`src/rtl/expr_seq_eval.sv`:
```
// Multi-cycle evaluator for the six-output expression set. A single shared
// WIDTH x WIDTH multiplier is time-multiplexed across four compute states.
module expr_seq_eval #(
  parameter int WIDTH = 32
) (
  input  logic             clk,
  input  logic             rst,
  input  logic             in_valid,
  output logic             in_ready,
  input  logic [WIDTH-1:0] X,
  input  logic [WIDTH-1:0] Y,
  input  logic [WIDTH-1:0] Z,
  input  logic [WIDTH-1:0] P,
  input  logic [WIDTH-1:0] Q,
  input  logic [WIDTH-1:0] R,
  input  logic [WIDTH-1:0] S,
  input  logic [WIDTH-1:0] T,
  output logic             out_valid,
  input  logic             out_ready,
  output logic [WIDTH-1:0] output1,
  output logic [WIDTH-1:0] output2,
  output logic [WIDTH-1:0] output3,
  output logic [WIDTH-1:0] output4,
  output logic [WIDTH-1:0] output5,
  output logic [WIDTH-1:0] output6,
  output logic             busy
);

  typedef enum logic [2:0] {IDLE, C0, C1, C2, C3, DONE} state_t;

  state_t state;

  logic signed [WIDTH-1:0] x_r, y_r, z_r, p_r, q_r, r_r, s_r, t_r;
  logic signed [WIDTH-1:0] xy_r, pz_r, qr_r, px_r, xyp_r;
  logic signed [WIDTH-1:0] o1_r, o2_r, o3_r, o4_r, o5_r, o6_r;
  logic signed [WIDTH-1:0] mul_a, mul_b, mul_p;

  // Product wraps modulo 2^WIDTH; only the low half is ever consumed.
  function automatic logic signed [WIDTH-1:0] mul_wrap(
    input logic signed [WIDTH-1:0] a,
    input logic signed [WIDTH-1:0] b
  );
    mul_wrap = a * b;
  endfunction

  // Operand steering for the one shared multiplier.
  always_comb begin
    mul_a = '0;
    mul_b = '0;
    case (state)
      C0: begin
        mul_a = x_r;
        mul_b = y_r;
      end
      C1: begin
        mul_a = pz_r;
        mul_b = qr_r;
      end
      C2: begin
        mul_a = xy_r + q_r;
        mul_b = px_r;
      end
      C3: begin
        mul_a = xyp_r;
        mul_b = qr_r;
      end
      default: begin
        mul_a = '0;
        mul_b = '0;
      end
    endcase
  end

  assign mul_p = mul_wrap(mul_a, mul_b);

  always_ff @(posedge clk or posedge rst) begin
    if (rst) begin
      state     <= IDLE;
      out_valid <= 1'b0;
      busy      <= 1'b0;
      x_r   <= '0;
      y_r   <= '0;
      z_r   <= '0;
      p_r   <= '0;
      q_r   <= '0;
      r_r   <= '0;
      s_r   <= '0;
      t_r   <= '0;
      xy_r  <= '0;
      pz_r  <= '0;
      qr_r  <= '0;
      px_r  <= '0;
      xyp_r <= '0;
      o1_r  <= '0;
      o2_r  <= '0;
      o3_r  <= '0;
      o4_r  <= '0;
      o5_r  <= '0;
      o6_r  <= '0;
    end else begin
      case (state)
        // Accept stage: operands are frozen here for the whole evaluation.
        IDLE: begin
          if (in_valid) begin
            x_r   <= X;
            y_r   <= Y;
            z_r   <= Z;
            p_r   <= P;
            q_r   <= Q;
            r_r   <= R;
            s_r   <= S;
            t_r   <= T;
            state <= C0;
            busy  <= 1'b1;
          end
        end
        // C0: X*Y plus the shared sums reused by later products.
        C0: begin
          xy_r  <= mul_p;
          pz_r  <= p_r + z_r;
          qr_r  <= q_r - r_r;
          px_r  <= p_r + x_r;
          xyp_r <= x_r + y_r + p_r;
          state <= C1;
        end
        // C1: one product plus all the multiplier-free results.
        C1: begin
          o2_r  <= mul_p;
          o1_r  <= xy_r + pz_r;
          o3_r  <= x_r + y_r + s_r + t_r;
          o5_r  <= xy_r + p_r - (r_r + p_r + x_r);
          state <= C2;
        end
        // C2
        C2: begin
          o4_r  <= mul_p;
          state <= C3;
        end
        // C3: last product; results become visible next cycle.
        C3: begin
          o6_r      <= mul_p;
          out_valid <= 1'b1;
          state     <= DONE;
        end
        // DONE: hold everything until the consumer takes it.
        DONE: begin
          if (out_ready) begin
            out_valid <= 1'b0;
            busy      <= 1'b0;
            state     <= IDLE;
          end
        end
        default: begin
          state     <= IDLE;
          out_valid <= 1'b0;
          busy      <= 1'b0;
        end
      endcase
    end
  end

  // Held low during reset so nothing is taken while the block is cleared.
  assign in_ready = (state == IDLE) && !rst;

  assign output1 = o1_r;
  assign output2 = o2_r;
  assign output3 = o3_r;
  assign output4 = o4_r;
  assign output5 = o5_r;
  assign output6 = o6_r;

endmodule

```
`config.mk`:
```
export PLATFORM = sky130hd
export DESIGN_NAME = expr_seq_eval
export DESIGN_NICKNAME = d
export VERILOG_FILES = /design/src/rtl/expr_seq_eval.sv
export SDC_FILE = /design/constraint.sdc
export NUM_CORES = 2
export LEC_CHECK = 0
export ABC_AREA = 1
export CORE_MARGIN = 1.5
export CORE_UTILIZATION = 40
export CTS_CLUSTER_DIAMETER = 80
export DETAILED_ROUTE_END_ITERATION = 16
export PLACE_DENSITY_LB_ADDON = 0.08
export SETUP_SLACK_MARGIN = 0.02
export SLEW_MARGIN = 5
export SYNTH_ARGS = -nofsm -noshare
export SYNTH_HDL_FRONTEND = slang
export SYNTH_SLANG_ARGS = --single-unit
export TNS_END_PERCENT = 1
```
`constraint.sdc`:
```
create_clock -name clk -period 29.5 [get_ports clk]
set_input_delay 2.95 -clock clk [delete_from_list [all_inputs] [get_ports clk]]
set_output_delay 2.95 -clock clk [all_outputs]
set_load 0.05 [all_outputs]
```
# Yosys cells after proc, flatten, opt, wreduce, memory -nomap -nowiden
# Cells that the tools add are included.
[totals] register_bits=613 input_bits=260 word_cells=64
[classes] n_addsub=13 mul=1 n_eq_ne=7 muxes=9 bitwise_logic=2 reduce_logical=10
[ops] op="$add 32x32->32" n=11
[ops] op="$pmux 32 s4" n=1
[ops] op="$pmux 32 s3" n=1
[ops] op="$sub 32x32->32" n=2
[ops] op="$mul 32x32->32" n=1
[ops] op="$pmux 3 s6" n=1
[ops] op="$reduce_or 4->1" n=2
[ops] op="$eq 3x2->1 const B" n=2
[ops] op="$eq 3x3->1 const B" n=2
[ops] op="$mux 3" n=2
[ops] op="$pmux 1 s3" n=2
[ops] op="$reduce_and 2->1" n=3
[ops] op="$ne 2x2->1 const B" n=2
[ops] op="$eq 3x1->1 const B" n=1
[ops] op="$logic_not 3->1" n=1
[ops] op="$reduce_and 3->1" n=1
[ops] op="$mux 1" n=2
[ops] op="$not 1->1" n=2
[ops] op="$reduce_or 2->1" n=1
[ops] op="$logic_and 1x1->1" n=1
[ops] op="$logic_not 1->1" n=1

# Longest topological paths before layout
[logic_depth] depth_word=4 mapped_depth=47

# Worst setup path after synthesis
# No wires, ideal clock.
[synth_timing] path_kind="reg2reg" from="reg xy_r[0]" to="reg o2_r[26], in the netlist output2[26]" arrival_time_ns=8.168 setup_slack_ns=21.214 path_stages_with_launch=46 path_buffers=2 cell_sequence="dfrtp_1 ha_1 inv_1 fa_1 inv_1 nand2_1 nand2_1 nand3_1 nand2_1 nand2_1 nand3_1 nand2_1 clkbuf_1 inv_1 clkbuf_1 nor2_1 fa_1 inv_1 (+10 left out) fa_1 inv_1 ha_1 a21oi_1 inv_1 a31oi_1 o21ai_1 a21boi_0 o21ai_1 a21boi_0 o21ai_1 nand2_1 nand2_1 inv_1 o21ai_1 or2_2 nand3_1 nand2_1"
[synth_between] elab_chain_cells=3
[synth_rtl] element="start: declaration" line="34" rtl="logic signed [WIDTH-1:0] xy_r, pz_r, qr_r, px_r, xyp_r;"
[synth_rtl] element="start signal: assignment" line="119" rtl="xy_r <= mul_p;"
[synth_rtl] element="$add 32x32->32" line="60" rtl="mul_a = xy_r + q_r;"
[synth_rtl] element="$pmux 32 s4" line="50" rtl="case (state)"
[synth_rtl] element="$mul 32x32->32" line="43" rtl="mul_wrap = a * b;"
[synth_rtl] element="end signal: assignment" line="128" rtl="o2_r <= mul_p;"
[synth_rtl] element="end: declaration" line="35" rtl="logic signed [WIDTH-1:0] o1_r, o2_r, o3_r, o4_r, o5_r, o6_r;"
# Every way passes these cells.
# A chain may end at the register's enable or synchronous reset.

# Worst setup path in the final report
[layout_timing] from="reg state[2]" to="reg o4_r[26], in the netlist output4[26]"
[layout_between] elab_chain_cells=4 elab_cells_between_ends=8 cone_classes="mul: 1; eq/ne: 4; mux: 2; reduce/logical: 1"
[layout_rtl] element="start: declaration" line="31" rtl="state_t state;"
[layout_rtl] element="start signal: assignment" line="78" rtl="state <= IDLE;"
[layout_rtl] element="start signal: assignment" line="113" rtl="state <= C0;"
[layout_rtl] element="start signal: assignment" line="124" rtl="state <= C1;"
[layout_rtl] element="$eq 3x3->1 / $eq 3x2->1 (equally long branches)" line="50"
[layout_rtl] element="$reduce_or 2->1 (no line)"
[layout_rtl] element="$pmux 32 s3" line="50"
[layout_rtl] element="$mul 32x32->32" line="43"
[layout_rtl] element="end signal: assignment" line="136" rtl="o4_r <= mul_p;"
[layout_rtl] element="end: declaration" line="35"
# Parallel ways exist; a longest one is shown, timed or not.

==> summary.md <==
| Metric | Value |
|---|---|
| Outcome | complete, no violations |
| Hold Startpoint | output5[26] |
| Residual DRC | 0 |
| Slew @ Worst Pin | 1.12 ns |
| Clk_lat worst skew | approximately 0.70 ns |
| H-tree depth | 3 |
| DRT Pass-1 Iters | 6 |
| Die H | 381 um |
| Data arrival, critical path | 11.52 ns |
| Final slew viol count | 0 |
| Layout cell share with drive strength beyond 1 | 3.76% |
| Fin. Hold Viols | 0 |
| Leading cell type in the layout, fill and taps excluded | nand2_1 |
| Crit-path max cell delay | 0.70 ns |
| Detail Placement HPWL | 195 mm |
| Syn Inst Count | 7190 |
| CTS resizes | 0 |
| Commonest cells after routing, fill and taps aside | nand2_1 (1774), inv_1 (1211), dfrtp_1 (613) |
| Total GRT Usage | 32.8% |
| Setup WS pre-CTS | 18.66 ns |
| Fin nets | 8828 |
| Port Buffer Count | 454 |
| WL/cell | 25.2 um |
| Synth Area in Adders | 28.9% |
| Num ports | 455 |
| EDFF count, synth | 0 |
| Area Overhead vs Synth | 16.2% |
| R2r startpoint | state[2] |
| CTS tree | built |
| Max Freq | 91.2 MHz |
| Post-CTS Setup Inserts | 0 |
| Mux cell area share after synthesis | 0% |
| Vias per inst | between 5 and 6 |
| Routed Antenna Nets | 0 |
| Max clock buf depth | 3 |
| Routed vias | 50.6k |
| Starting Density | roughly two fifths |
| Post-synthesis cell area | around 57000 sq um |
| Worst clock skew | 0.0633 ns |
| Crit Path Class | flip-flop to flip-flop |
| R2R Setup Slk | about 19 ns |
| Synth unique cells | 61 |
| Slowest CP cell | buf_4 |
| Largest family of logic cells by synthesized area | adder cells |
| First-pass GRT wire length | roughly 350 mm |
| Slew headroom | 24.8% |
| Sink Count | 613 |
| Clock slew at reported path FFs | approximately 0.060 ns |
| Worst setup margin | approximately 19 ns |
| Most used cell, CP | inv_1 |
| Max-Cap Viols | 0 |
| Syn_nets | 8447 |
| Reg2Reg Depth | 36 |
| FF-to-FF End | output4[26] |
| Worst hold path type | flip-flop to flip-flop |
| Routed WL | between 200 and 250 mm |
| Hold Path Cell Cnt | 2 |
| Dominant synthesized flop cell | dfrtp_1 |
| Register bit total from synthesis | 613 |
| CTS Hold Bufs | 0 |
| Vias in the first global route | 49.1k |
| Tcrit/Tclk final | 37.2% |
| RSZ-0062 raised after global routing | no |
| Die width | 381 um |
| Register area share after synthesis | 26.9% |
| Setup-failing EPs final | 0 |
| Setup crit end kind | flip-flop |
| End-of-flow core utilization | 46.9% |
| CP Launch Type | flip-flop |
| Final min period | roughly 11 ns |
| CTS Buf Count | between 70 and 80 |
| Final GP Congestion | approximately 1 |
| Worst EP required | 30.06 ns |
| Mean Syn Cell Area | 7.94 sq um |
| Post-synthesis simple-gate area fraction | 19.4% |
| YS warnings | 0 |
| Root buf cell | clkbuf_16 |
| Post-route setup TNS | 0 ns |
| Core Rows | between 100 and 150 |
| Grt total ovfl | 0 |
| Worst Path Max Fanout | 47 |
| Asr flop ratio synth | 100% |
| Worst hold endpoint | output5[26] |
| Initial antenna violation count | 19 |
| Xor/xnor share of the synthesized area | about 3.5% |
| Die area | approximately 150000 sq um |
| Post-synthesis compound-gate area fraction | 11.6% |
| Core area | 142000 sq um |
| Largest net degree at the start of global routing | 153 |
| DR iter-0 viols | 4836 |
cell type report:
class | count | area [sq um]
Fill cell | 14262 | 75200
Multi-Input combinational cell | 5129 | 36200
Sequential cell | 613 | 15300
Timing Repair Buffer | 511 | 5000
Inverter | 1237 | 4660
Tap cell | 1890 | 2360
Clock buffer | 109 | 2290
Clock inverter | 31 | 480
Antenna cell | 11 | 27.5
routing by layer:
layer  vias up  global-route usage [%]  wire length, um
li1      23353                       -                -
met1     24862                    47.1           108000
met2      2031                    49.0           103000
met3       301                    6.94            20100
met4         4                    10.9             8580
met5         -                       0               16
Yosys cell counts, types with 5 or more instances:
cell / n / area, sq um
a211oi_1: 5 / 37.5
a21boi_0: 15 / 113
a21boi_1: 9 / 67.6
a21o_1: 15 / 113
a21oi_1: 342 / 1710
a221oi_1: 13 / 114
a221oi_2: 12 / 180
a22oi_1: 20 / 150
a31oi_1: 23 / 144
buf_1: 16 / 60.1
buf_2: 15 / 75.1
buf_4: 5 / 37.5
buf_6: 11 / 124
clkbuf_1: 163 / 612
clkinv_1: 8 / 30.0
dfrtp_1: 613 / 15300
fa_1: 539 / 10800
ha_1: 458 / 5730
inv_1: 1213 / 4550
inv_2: 16 / 60.1
nand2_1: 1775 / 6660
nand2_2: 12 / 75.1
nand3_1: 268 / 1340
nand3b_1: 20 / 150
nand4_1: 27 / 169
nor2_1: 508 / 1910
nor2_2: 5 / 31.3
nor2_4: 5 / 56.3
nor3_1: 43 / 215
nor4_1: 16 / 100
o211ai_1: 6 / 45.0
o21a_1: 41 / 308
o21ai_0: 565 / 2830
o21ai_1: 42 / 210
o21bai_1: 20 / 150
o221ai_1: 10 / 87.6
o22ai_1: 9 / 56.3
o31ai_1: 15 / 113
or2_2: 25 / 156
xnor2_1: 115 / 1010
xor2_1: 111 / 972
critical path, delay by kind of cell (launching register included):
kind,cells,cell delay [ns]
buffers and inverters,10,2.52
AND/OR/NAND/NOR,8,2.16
adder cells (fa/ha/maj),9,3.73
flip-flops,1,0.56
AO/OA/AOI/OAI,9,1.78
per-stage QoR:
step | area, sq um | cells | hold WS, ns
2_1_floorplan | 57100 | 7190 | 0.449
3_3_place_gp | 63600 | 9380 | 0.463
3_5_place_dp | 63600 | 9380 | 0.471
4_1_cts | 66300 | 9520 | 0.487
5_1_grt | 66300 | 9523 | 0.494
6_report | 66400 | 9531 | 0.480
how the worst max path moves through the flow:
stage                     startpoint           to  slack [ns]  cells past startpoint
after detailed placement    state[2]  output2[26]       18.66                     37
after floorplan                  rst         busy        9.39                      1
after global placement      state[2]  output4[26]       18.69                     37
final                       state[2]  output4[26]       18.54                     36
after CTS                   state[2]  output4[26]       18.65                     37
after global routing        state[2]  output6[28]       17.92                     38
logic make-up after synthesis:
| group | count (synthesis) |
|---|---|
| AND/OR/NAND/NOR | 2725 |
| buffers and inverters | 1448 |
| AO/OA/AOI/OAI | 1181 |
| adder cells (fa/ha/maj) | 997 |
| flip-flops | 613 |
| XOR/XNOR | 226 |
Power is left out: the tool's default activity adds up to more than one toggle a clock period on the data nets, which glitch-free logic cannot reach.
